[config.mk]
export PLATFORM = sky130hd
export DESIGN_NAME = rr_stream_arbiter
export DESIGN_NICKNAME = d
export VERILOG_FILES = /design/src/rtl/rr_stream_arbiter.sv
export SDC_FILE = /design/constraint.sdc
export NUM_CORES = 1
export LEC_CHECK = 0
export ABC_CLOCK_PERIOD_IN_PS = 2800
export CAP_MARGIN = 10
export CORE_UTILIZATION = 25
export DETAILED_ROUTE_END_ITERATION = 6
export DONT_BUFFER_PORTS = 1
export GPL_ROUTABILITY_DRIVEN = 1
export PLACE_DENSITY = 0.5
export SYNTH_ARGS = -nofsm -noshare
export SYNTH_HDL_FRONTEND = slang
export SYNTH_SLANG_ARGS = --single-unit
[constraint.sdc]
create_clock -name clk -period 2.8 [get_ports clk]
set_clock_uncertainty 0.05 [all_clocks]
set_input_delay 0.28 -clock clk [delete_from_list [all_inputs] [get_ports clk]]
set_output_delay 0.28 -clock clk [all_outputs]
set_load 0.005 [all_outputs]
[src/rtl/rr_stream_arbiter.sv]
// Round-robin merge of NUM_REQ valid/ready streams onto one output stream.
// Once a requester wins, it keeps the output until its last beat is accepted.
module rr_stream_arbiter #(
  parameter int NUM_REQ    = 4,
  parameter int WORD_WIDTH = 32,
  localparam int IDX_W     = $clog2(NUM_REQ)
) (
  input  logic                          clk,
  input  logic                          rst_n,
  input  logic [NUM_REQ-1:0]            up_valid,
  input  logic [NUM_REQ*WORD_WIDTH-1:0] up_data,
  input  logic [NUM_REQ-1:0]            up_last,
  output logic [NUM_REQ-1:0]            up_ready,
  output logic                          down_valid,
  output logic [WORD_WIDTH-1:0]         down_data,
  output logic                          down_last,
  input  logic                          down_ready,
  output logic [IDX_W-1:0]              grant_idx,
  output logic                          busy,
  output logic [15:0]                   pkt_count
);

  typedef enum logic {
    IDLE   = 1'b0,
    LOCKED = 1'b1
  } state_t;

  state_t           state_q, state_d;
  logic [IDX_W-1:0] rr_ptr_q, rr_ptr_d;
  logic [IDX_W-1:0] lock_idx_q, lock_idx_d;
  logic [15:0]      pkt_cnt_q, pkt_cnt_d;

  logic [IDX_W-1:0]      pick;
  logic [IDX_W-1:0]      sel;
  logic                  any_valid;
  logic                  xfer;
  logic [WORD_WIDTH-1:0] data_arr [NUM_REQ];

  for (genvar g = 0; g < NUM_REQ; g++) begin : g_unpack
    assign data_arr[g] = up_data[g*WORD_WIDTH +: WORD_WIDTH];
  end

  // Descending scan so the nearest requester after ptr wins.
  function automatic logic [IDX_W-1:0] rr_pick(
    input logic [IDX_W-1:0]   ptr,
    input logic [NUM_REQ-1:0] v
  );
    logic [IDX_W-1:0] r;
    int               j;
    r = '0;
    for (int k = NUM_REQ; k >= 1; k--) begin
      j = int'(ptr) + k;
      if (j >= NUM_REQ) j = j - NUM_REQ;
      if (v[j]) r = IDX_W'(j);
    end
    return r;
  endfunction

  assign any_valid = |up_valid;
  assign pick      = rr_pick(rr_ptr_q, up_valid);

  always_comb begin
    sel        = pick;
    down_valid = any_valid;
    up_ready   = '0;
    unique case (1'b1)
      (state_q == LOCKED): begin
        sel           = lock_idx_q;
        down_valid    = up_valid[lock_idx_q];
        up_ready[sel] = down_ready;
      end
      default: begin
        up_ready[sel] = down_ready & any_valid;
      end
    endcase
  end

  assign down_data = data_arr[sel];
  assign down_last = up_last[sel];
  assign grant_idx = sel;
  assign busy      = (state_q == LOCKED);
  assign pkt_count = pkt_cnt_q;
  assign xfer      = down_valid & down_ready;

  always_comb begin
    state_d    = state_q;
    rr_ptr_d   = rr_ptr_q;
    lock_idx_d = lock_idx_q;
    pkt_cnt_d  = pkt_cnt_q;
    unique case (state_q)
      IDLE: begin
        if (xfer && down_last) begin
          rr_ptr_d  = pick;
          pkt_cnt_d = pkt_cnt_q + 16'd1;
        end else if (xfer) begin
          state_d    = LOCKED;
          lock_idx_d = pick;
        end
      end
      LOCKED: begin
        if (xfer && down_last) begin
          state_d   = IDLE;
          rr_ptr_d  = lock_idx_q;
          pkt_cnt_d = pkt_cnt_q + 16'd1;
        end
      end
      default: state_d = IDLE;
    endcase
  end

  always_ff @(posedge clk) begin
    if (!rst_n) begin
      state_q    <= IDLE;
      rr_ptr_q   <= IDX_W'(NUM_REQ - 1);
      lock_idx_q <= '0;
      pkt_cnt_q  <= '0;
    end else begin
      state_q    <= state_d;
      rr_ptr_q   <= rr_ptr_d;
      lock_idx_q <= lock_idx_d;
      pkt_cnt_q  <= pkt_cnt_d;
    end
  end

endmodule

**After elaboration in Yosys (flattened, before gate mapping)**

Index checks and enable logic that the tools add are counted.

- Register bits after elaboration: 21
- Logic and storage cells: 84
- Output and inout bits: 57

- Magnitude comparators: 14
- Bitwise operators: 7
- Equal/unequal tests: 2
- Add/sub/neg operators: 9
- Reductions and logical operators: 6
- Multiplexer cells: 42

Operator list:

| cell | count |
|---|---|
| 32-bit two-way mux | 6 |
| 32-bit by 4-bit less-than comparator with 1-bit output, second input constant | 4 |
| 32-bit binary-select mux with 2-bit select | 1 |
| 16-bit by 1-bit adder with 16-bit output, second input constant | 1 |
| 1-bit two-way mux | 16 |
| 16-bit two-way mux | 1 |
| 2-bit two-way mux | 7 |
| 1-bit binary-select mux with 2-bit select | 6 |
| 3-bit >= comparator, second input constant | 4 |
| 3-bit by 3-bit subtractor with 4-bit output, second input constant | 3 |
| 2-bit by 3-bit less-than comparator with 1-bit output, second input constant | 3 |
| 4-bit bitwise AND | 2 |
| 2-bit by 2-bit adder with 3-bit output, second input constant | 2 |
| 4-bit by 3-bit subtractor with 5-bit output, second input constant | 1 |
| 2-bit by 3-bit adder with 4-bit output, second input constant | 1 |
| 1-bit demux with 2-bit select | 2 |
| 2-bit by 1-bit >= comparator with 1-bit output, second input constant | 2 |
| 4-bit by 3-bit >= comparator with 1-bit output, second input constant | 1 |
| 4-bit two-way mux | 1 |
| 2-bit case mux with 2 select lines | 1 |
| 4-bit OR reduction | 1 |
| 2-bit by 1-bit adder with 3-bit output, second input constant | 1 |
| 1-bit logical AND | 3 |
| 2-bit inverter with 3-bit output | 1 |
| 7 further kinds | 9 |

**Depth between registers and ports, before layout**

Gate-level depths: netlist of the first run.

- Depth in word-level cells: 16
- Mapped depth: 10
- Depth with buffers taken out: 7

**Least setup slack after synthesis of the first run**

Ideal clock, no wire load.

- Path type: reg-to-reg
- From: register lock_idx_q[1]
- To: register pkt_cnt_q[1], in the netlist pkt_count[1]
- Setup slack: 447 ps
- Stages on the path, launching flop included: 11
- Data required time: 2622 ps
- Setup time: 128 ps
- Arrival: 2175 ps
- Buffers on the path: 3
- Period minus slack after synthesis: 2353 ps
- Cell sequence: dfxtp_1 buf_2 mux4_1 mux2_2 nand3b_1 a21o_1 or2_4 buf_6 buf_2 mux2i_1 nor2_1

- Cells in the longest elaborated chain, start to end: 5
- Elaborated cells on any way between the ends: 8
- Those cells by class: mux: 6; bitwise: 1; reduce/logical: 1

Ends and longest elaborated chain:

| what | RTL line | source |
|---|---|---|
| start: declaration | 30 | `logic [IDX_W-1:0] lock_idx_q, lock_idx_d;` |
| start signal: assignment | 120 | `lock_idx_q <= lock_idx_d;` |
| 1-bit binary-select mux with 2-bit select | 69 | `down_valid = up_valid[lock_idx_q];` |
| 1-bit two-way mux (implied by the code) | 69 |  |
| 1-bit two-way mux | 66 | `unique case (1'b1)` |
| named net down_valid | 14 | `output logic down_valid,` |
| 1-bit bitwise AND | 83 | `assign xfer = down_valid & down_ready;` |
| 1-bit logical AND | 92, 101 |  |
| end signal: assignment | 121 | `pkt_cnt_q <= pkt_cnt_d;` |
| end: declaration | 31 | `logic [15:0] pkt_cnt_q, pkt_cnt_d;` |

The timed path passes the listed nets, and every way through them passes these cells. The select of a mux whose other input is x is not followed.
A chain may end at the register's enable or synchronous reset.

**Final worst setup path of the first run**

Ends and elaborated chain as after synthesis.

==> results.yml, run 1 <==
run_status:
  status: "finished clean"
floorplan:
  die_h_um: 97.47
  initial_utilization: 0.2600
  core_area_sq_mm: 0.008763
  die_x_um: 97.47
  fp-row-count: 34
  io_pins: 196
  die_area_sq_mm: 0.009499
placed_design:
  port_buffers: 0
  dpl_cell_area_sq_mm: 0.002410
  place_hpwl_um: 6177
  gp_congestion: 0.8940
cts:
  cts_buffers: 3
  cts_root_buffer: "clkbuf_8"
  cts_tree: "yes"
  cts_sinks: 21
  clkSlewWorstSetupHoldPaths_ps: 90
  h-tree-depth: 1
  clk_latency_ps: 260
  clockBufferDepth: 2
power:
  total_leakage_power_nw: 0.9070
  ir_worst_vdd_mv: 0.1817
  powerDensity_mw_per_mm2: 567.8
sta:
  maxSlewViolCount: 0
  whs_ps: 58.26
  worstMarginPinSlew_ps: 773.0
  fmax_ghz: 0.3724
  relSlewSlack: 0.4846
  hold_viol: 0
  final.min_clock_period_ps: 2685
  period_share: 0.9590
  setup_viol: 0
logic_synthesis:
  syn_inst: 299
  avgSynthCellArea_sq_um: 7.620
  yosys_warnings: 0
  netlist_area_sq_mm: 0.002278
  ys_seq_area_frac: 0.1845
  synthDistinctLibCells: 42
  synth-seq-cells: 21
  syn_nets: 439
job:
  cap_viol_max_count: 0
critical_path:
  start_kind: "flop"
  worstPathMaxFanout: 22
  critPathKind: "reg -> reg"
  end_kind: "flop"
  worstReg2RegStart: "lock_idx_q[1]"
  cp.arrival_ps: 2780
  cp-startpoint: "lock_idx_q[1]"
  critPathRequiredTime_ps: 2890
grt:
  first_global_vias: 2043
  grt_overflow: 0
  track_usage: 0.1501
  grt_antenna_before_repair: 0
  grt_pass1_wl_um: 11420
  grt_max_degree: 35
hold_path:
  hold_start: "rst_n"
  hold_path_class: "in -> reg"
routing:
  viasPerCell: 5.735
  dr.pass1.iters: 4
  drt_wl_total_um: 7948
  remaining_drc_errors: 0
  num_vias: 2294
  drt_iter0_markers: 44
  ant_nets: 0
  routedWlPerCell_um: 19.87
finish:
  fill_cells: 952
  antenna_cells: 0
  seq_area_sq_um: 420.4
  layout-drive-gt1-share: 0.1199
  num-nets-final: 433
  multi_input_comb_area_sq_mm: 0.001784
  area_growth_pct: 10.93
  final_area_sq_mm: 0.002527
timing repair:
item / CTS / global route
gates resized for setup: 3 / 8
gates cloned: 1 / 0
endpoints found under the setup margin: 17 / 29
hold buffers: 0 / 0
endpoints found under the hold margin: 0 / 0
setup buffers: 1 / 2
worst paths after layout:
check / end / slack [ps] / cells past startpoint
setup reg to reg: pkt_count[1] / 110 / 7
hold / removal: rr_ptr_q[1] / 60 / 1
hold reg to reg: pkt_count[15] / 450 / 2
setup / recovery: pkt_count[1] / 110 / 7
Yosys cell counts, drive strengths merged:
cell | n | share of area
nand3 | 7 | 0.015
o32ai | 2 | 0.0077
and2 | 33 | 0.091
a311oi | 1 | 0.012
or4 | 4 | 0.014
a32o | 1 | 0.0049
and4 | 1 | 0.0038
inv | 7 | 0.012
a21oi | 41 | 0.090
mux2i | 38 | 0.17
nor4 | 6 | 0.016
a311o | 1 | 0.0049
o21ai | 5 | 0.011
clkbuf | 17 | 0.028
mux4 | 2 | 0.021
xor2 | 1 | 0.0038
a211oi | 33 | 0.11
or3 | 5 | 0.014
nand2b | 5 | 0.014
nand4 | 3 | 0.0082
xnor2 | 6 | 0.023
o31ai | 3 | 0.0099
dfxtp | 21 | 0.18
ha | 1 | 0.0055
nand3b | 1 | 0.0033
and3 | 2 | 0.0077
a21o | 2 | 0.0066
o211ai | 2 | 0.0066
buf | 6 | 0.016
mux2 | 1 | 0.0049
a21bo | 1 | 0.0044
nor2 | 13 | 0.021
nor3b | 1 | 0.0055
or2b | 2 | 0.0066
nor3 | 3 | 0.0066
o22ai | 2 | 0.0055
or2 | 2 | 0.0077
nand2 | 17 | 0.028
report_power, final:
part | total, W | switching (W) | internal, W
Sequential | 0.000348 | 0.0000320 | 0.000316
Combinational | 0.000882 | 0.000512 | 0.000371
Clock | 0.000205 | 0.000105 | 0.0000992
Total | 0.00144 | 0.000649 | 0.000786
state kept, by name, summed over array words and instances, names as in the netlist:
register    cells
pkt_count      16
lock_idx_q      2
rr_ptr_q        2
busy            1
final cells by class:
class	count	share of cell area
multi-input combinational	249	0.7059
sequential	21	0.1663
tap	108	0.05347
timing repair buffer	11	0.04554
clock buffer	3	0.01634
inverter	7	0.01040
clock inverter	1	0.001980
cells by family (layout without fill, tap and decap cells):
family | count (synthesis) | count (layout) | share of synthesized area
adders and majority gates | 1 | 1 | 0.005491
buffers and inverters | 30 | 22 | 0.05546
xor gates and xnor gates | 7 | 7 | 0.02691
and+or+nand+nor | 105 | 105 | 0.2625
DFF | 21 | 21 | 0.1845
muxes | 41 | 41 | 0.1933
AOI/OAI and AO/OA | 94 | 95 | 0.2718
through the flow:
step / setup TNS [ps] / utilization / std cells / worst slack [ps] / power [W]
floorplan: 0 / - / 299 / 447.0 / 0.001002
global placement: 0 / 0.2750 / 392 / 233.0 / 0.001169
detailed placement: 0 / 0.2750 / 392 / 160.3 / 0.001180
CTS: 0 / 0.2834 / 398 / 4.491 / 0.001415
global route: -8.088 / 0.2884 / 400 / -6.422 / 0.001535
finish: 0 / 0.2884 / 400 / 114.9 / 0.001435
cells in the final DEF, fill, tap and decap left out, drive strengths merged, types with 6 or more instances in the layout:
cell and count:
nand3 7, buf 11, nand2 17, a21oi 42
mux2i 38, xnor2 6, nor4 6, inv 7
dfxtp 21, and2 33, nor2 13, a211oi 33
worst max-delay path: stages (launching register included):
cell and delay, ps:
dfxtp_1 650, mux4_1 620, mux2_2 310, nand3b_1 90
a21o_1 250, or2_4 320, mux2i_1 210, nor2_1 50
routing by layer:
metal,vias up,GRT usage,routed length [um]
met5,-,0,0
met4,0,0.04864,167
met3,10,0.02662,482
met2,115,0.2765,4201
met1,1068,0.1736,3097
li1,1101,-,-
Power figures use the tool's default switching activity.
==> run 2: changes to the inputs <==
--- a/config.mk
+++ b/config.mk
@@ -12,6 +12,7 @@
 export DONT_BUFFER_PORTS = 1
 export GPL_ROUTABILITY_DRIVEN = 1
 export PLACE_DENSITY = 0.5
+export SETUP_SLACK_MARGIN = 0.15
 export SYNTH_ARGS = -nofsm -noshare
 export SYNTH_HDL_FRONTEND = slang
 export SYNTH_SLANG_ARGS = --single-unit
==> run 2 against run 1 <==
Effect of this change: design area rose by 1.3%; highest routed layer unchanged; total power up 1.6%; critical path type unchanged; routed wire length increased by 0.16%; largest cell class unchanged.
==> results.yml, run 2 (same netlist as run 1, synthesis figures left out) <==
routing:
  routedWlPerCell_um: 19.85
  ant_nets: 0
  dr.pass1.iters: 4
  drt_iter0_markers: 47
  num_vias: 2273
  drt_wl_total_um: 7961
  viasPerCell: 5.668
  remaining_drc_errors: 0
critical_path:
  worstPathMaxFanout: 22
  critical_path.top_delay_family: "simple AND/OR/NAND/NOR gates"
  cp.arrival_ps: 2700
  path_cells: "nand2b_2 > a311oi_4 > mux2i_1 > a32o_2 > or2_4 > or4_1 > a21oi_1"
  crit_path_max_incr_delay_ps: 520
  critPathRequiredTime_ps: 2950
  end_kind: "flop"
  start_kind: "flop"
  slowest_stage: "or4_1"
  path_buf_inv: 0
  critPathKind: "reg -> reg"
cts:
  h-tree-depth: 1
  cts_buffers: 3
  clkSlewWorstSetupHoldPaths_ps: 90
  cts_root_buffer: "clkbuf_8"
  cts_tree: "yes"
  cts_sinks: 21
  clockBufferDepth: 2
  clk_latency_ps: 260
power:
  ir_worst_vdd_mv: 0.1848
  powerDensity_mw_per_mm2: 569.4
  total_leakage_power_nw: 0.9203
floorplan:
  die_area_sq_mm: 0.009499
  fp-row-count: 34
  die_h_um: 97.47
  io_pins: 196
  die_x_um: 97.47
  core_area_sq_mm: 0.008763
  initial_utilization: 0.2600
grt:
  grt_pass1_wl_um: 11500
  grt_max_degree: 35
  first_global_vias: 2063
  grt_overflow: 0
  grt_antenna_before_repair: 0
  track_usage: 0.1514
finish:
  area_growth_pct: 12.36
  layout-drive-gt1-share: 0.1331
  seq_area_sq_um: 421.7
  antenna_cells: 0
  layout_common_cells: "a21oi_1, mux2i_1, and2_1"
  fill_cells: 950
  final_common_cell: "a21oi_1"
  utilization: 0.2921
  num-nets-final: 434
  largest_reg_flops: 16
  multi_input_comb_area_sq_mm: 0.001792
placed_design:
  place_hpwl_um: 6177
  port_buffers: 0
  gp_congestion: 0.8940
sta:
  relSlewSlack: 0.4818
  rsz0062_at_grt: "no"
  setup_tns_ps: 0
  fmax_ghz: 0.3917
  setup_viol: 0
  period_share: 0.9118
  worstMarginPinSlew_ps: 777.3
  hold_viol: 0
  maxSlewViolCount: 0
  final.min_clock_period_ps: 2553
hold_path:
  hold_path_class: "in -> reg"
run_status:
  status: "finished clean"
job:
  cap_viol_max_count: 0
==> run 2: changes by cell type in the layout (fill, tap and decap cells not counted), sizes merged <==
cell / change
buf: +1
==> run 2: path summary, 6_finish.rpt <==
| path | from | cells after the start | slack, ps | to |
|---|---|---|---|---|
| worst max register to register | rr_ptr_q[0] | 7 | 250 | pkt_count[14] |
| worst max-delay path | rr_ptr_q[0] | 7 | 250 | pkt_count[14] |
| worst min-delay path | rst_n | 1 | 60 | rr_ptr_q[1] |
| worst min register to register | pkt_count[15] | 2 | 450 | pkt_count[15] |
==> run 2: timing repair <==
item | CTS | global route
gates cloned | 1 | 0
hold buffers | 0 | 0
endpoints found under the hold margin | 0 | 0
gates resized for setup | 12 | 3
pin swaps | 0 | 1
endpoints found under the setup margin | 32 | 42
buffers inserted | 2 | 2
==> run 2: worst register-to-register path, stage by stage (launching register included) <==
cell and delay, ps:
dfxtp_1 340, nand2b_2 220, a311oi_4 370, mux2i_1 120, a32o_2 340, or2_4 370
or4_1 530, a21oi_1 150
==> run 2: power by group <==
part / internal, W / switching, W / leakage [nW]
logic: 0.000389 / 0.000516 / 0.724
registers: 0.000316 / 0.0000320 / 0.171
clock network: 0.0000992 / 0.000106 / 0.0255
total: 0.000804 / 0.000654 / 0.920
==> run 2: layout make-up <==
type                    count  share of cell area
repair buffers             12             0.05425
flip-flops and latches     21              0.1647
clock inverters             1            0.001955
well taps                 108             0.05279
inverters                   7             0.01026
multi-input cells         249              0.6999
clock buffers               3             0.01613
==> run 2: layer usage <==
metal / GRT usage / vias to the layer above / wire length, um
met5: 0 / - / 0
met4: 0.04864 / 0 / 167
met3: 0.02662 / 10 / 449
met2: 0.2786 / 107 / 4121
met1: 0.1757 / 1054 / 3223
li1: - / 1102 / -
==> run 2: through the flow <==
stage / power (W) / cells / setup slack (ps) / area, sq um / hold slack [ps]
6_report: 0.001458 / 401 / 247.0 / 2560 / 58.06
5_1_grt: 0.001562 / 401 / 141.1 / 2560 / 48.53
4_1_cts: 0.001445 / 399 / 116.7 / 2525 / 53.79
3_5_place_dp: 0.001180 / 392 / 160.3 / 2410 / 325.9
3_3_place_gp: 0.001169 / 392 / 233.0 / 2410 / 324.5
2_1_floorplan: 0.001002 / 299 / 447.0 / 2278 / 409.1
==> run 3: changes to the inputs <==
--- a/config.mk
+++ b/config.mk
@@ -5,7 +5,7 @@
 export SDC_FILE = /design/constraint.sdc
 export NUM_CORES = 1
 export LEC_CHECK = 0
-export ABC_CLOCK_PERIOD_IN_PS = 2800
+export ABC_CLOCK_PERIOD_IN_PS = 2700
 export CAP_MARGIN = 10
 export CORE_UTILIZATION = 25
 export DETAILED_ROUTE_END_ITERATION = 6
@@ -13,6 +13,7 @@
 export GPL_ROUTABILITY_DRIVEN = 1
 export PLACE_DENSITY = 0.5
 export SETUP_SLACK_MARGIN = 0.15
+export SKIP_LAST_GASP = 1
 export SYNTH_ARGS = -nofsm -noshare
 export SYNTH_HDL_FRONTEND = slang
 export SYNTH_SLANG_ARGS = --single-unit
==> constraint.sdc (replaced) <==
create_clock -name clk -period 2.7 [get_ports clk]
set_clock_uncertainty 0.05 [all_clocks]
set_input_delay 0.27 -clock clk [delete_from_list [all_inputs] [get_ports clk]]
set_output_delay 0.27 -clock clk [all_outputs]
set_load 0.005 [all_outputs]
==> run 3 against run 2 <==
Effect of this change: register-to-register slack barely moved; sequential share of layout area hardly changed; first-iteration DRC count is 45% higher; routed wire length rose by 0.74%; final cell count up 1.0%; largest cell class unchanged.
==> results.yml, run 3 (same netlist as run 1, synthesis figures left out) <==
cts:
  cts_tree: "yes"
  cts_root_buffer: "clkbuf_8"
  cts_buffers: 3
  hold_buffers: 0
  clockBufferDepth: 2
  cts_sinks: 21
  h-tree-depth: 1
  clk_latency_ps: 270
  clkSlewWorstSetupHoldPaths_ps: 90
critical_path:
  critical_path.top_delay_family: "simple AND/OR/NAND/NOR gates"
  critPathRequiredTime_ps: 2860
  ff2ff_path_depth: 8
  slowest_stage: "or4_1"
  ff2ff_setup_slack_ps: 230
  crit_path_max_incr_delay_ps: 510
  path_buf_inv: 1
  end_kind: "flop"
  worstPathMaxFanout: 11
  path_depth: 8
  critPathKind: "reg -> reg"
  start_kind: "flop"
  cp.arrival_ps: 2630
  path_cells: "or2b_1 > a21o_1 > buf_4 > and3_4 > a32o_2 > or2_4 > or4_1 > a21oi_1"
sta:
  final.min_clock_period_ps: 2467
  rsz0062_at_grt: "yes"
  setup_tns_ps: 0
  setup_viol: 0
  hold_viol: 0
  relSlewSlack: 0.5849
  fmax_ghz: 0.4053
  whs_ps: 33.61
  worst_slack_ps: 232.7
  maxSlewViolCount: 0
  period_share: 0.9138
  worstMarginPinSlew_ps: 622.7
finish:
  fill_cells: 963
  layout-drive-gt1-share: 0.1520
  final_common_cell: "a21oi_1"
  area_growth_pct: 13.84
  layout_common_cells: "a21oi_1, mux2i_1, and2_1, a211oi_1"
  num-nets-final: 437
  final_area_sq_mm: 0.002594
  largest_reg_flops: 16
floorplan:
  die_x_um: 97.47
  core_area_sq_mm: 0.008763
  io_pins: 196
  die_area_sq_mm: 0.009499
  die_h_um: 97.47
  fp-row-count: 34
  initial_utilization: 0.2600
grt:
  grt_max_degree: 32
  grt_pass1_wl_um: 11510
  grt_antenna_before_repair: 1
  grt_overflow: 0
  track_usage: 0.1540
  first_global_vias: 2067
routing:
  remaining_drc_errors: 0
  ant_nets: 0
  dr.pass1.iters: 4
  drt_wl_total_um: 8020
  routedWlPerCell_um: 19.80
  num_vias: 2315
  viasPerCell: 5.716
  drt_iter0_markers: 68
power:
  fin_total_pwr_w: 0.001528
  total_leakage_power_nw: 0.9347
  powerDensity_mw_per_mm2: 589.2
  ir_worst_vdd_mv: 0.2436
placed_design:
  gp_congestion: 0.8811
  dpl_cell_area_sq_mm: 0.002410
  place_ws_ps: 94.78
  port_buffers: 0
  place_hpwl_um: 6150
run_status:
  status: "finished clean"
hold_path:
  hold_path_class: "in -> reg"
  holdPathStages: 1
job:
  cap_viol_max_count: 0
[run 3: changes by cell type in the layout (fill, tap and decap cells not counted), moves of 2 or more]
cell | previous run | this run
buf_6 | 1 | 3
buf_12 | 3 | 1
dfxtp_1 | 20 | 17
buf_4 | 7 | 9
dfxtp_2 | 1 | 3
[run 3: timing repair]
item,4_1_cts,5_1_grt
setup endpoints to repair,36,35
setup buffers,1,5
gates cloned,1,1
endpoints found under the hold margin,0,0
resized for setup,12,9
pin swaps,0,4
[run 3: layout make-up]
| type | count | area [sq um] | share of cell area |
|---|---|---|---|
| multi-input combinational | 250 | 1817 | 0.7004 |
| antenna | 1 | 2.502 | 0.0009648 |
| clock inverter | 1 | 7.507 | 0.002894 |
| timing repair buffer | 14 | 136.4 | 0.05258 |
| tap | 108 | 135.1 | 0.05210 |
| clock buffer | 3 | 41.29 | 0.01592 |
| inverter | 7 | 26.28 | 0.01013 |
| sequential | 21 | 427.9 | 0.1650 |
[run 3: worst reg2reg max path: cells and delay by family, from the launching register on]
kind            cells  cell delay, ps
flops               1             360
compound gates      3             660
simple gates        4            1200
buf+inv             1             150
[run 3: worst paths after layout]
kind                               startpoint            end
worst min register to register  pkt_count[15]  pkt_count[15]
worst max register to register    rr_ptr_q[0]  pkt_count[14]
worst min-delay path                    rst_n    rr_ptr_q[1]
worst max-delay path              rr_ptr_q[0]  pkt_count[14]
[run 3: metal layers]
metal,GRT usage,vias up,part of all wire
li1,-,1116,-
met1,0.1875,1069,0.41
met2,0.2604,115,0.50
met3,0.02590,15,0.060
met4,0.07692,0,0.033
met5,0,-,0
[run 3: stage by stage]
stage / instances / utilization
3_3_place_gp: 392 / 0.2750
2_1_floorplan: 299 / -
5_1_grt: 405 / 0.2960
6_report: 405 / 0.2960
4_1_cts: 398 / 0.2870
3_5_place_dp: 392 / 0.2750
[run 3: report_power, final]
| group | switching (W) | internal [W] |
|---|---|---|
| Sequential | 0.0000418 | 0.000331 |
| Combinational | 0.000525 | 0.000404 |
| Clock | 0.000121 | 0.000105 |
| Total | 0.000688 | 0.000840 |
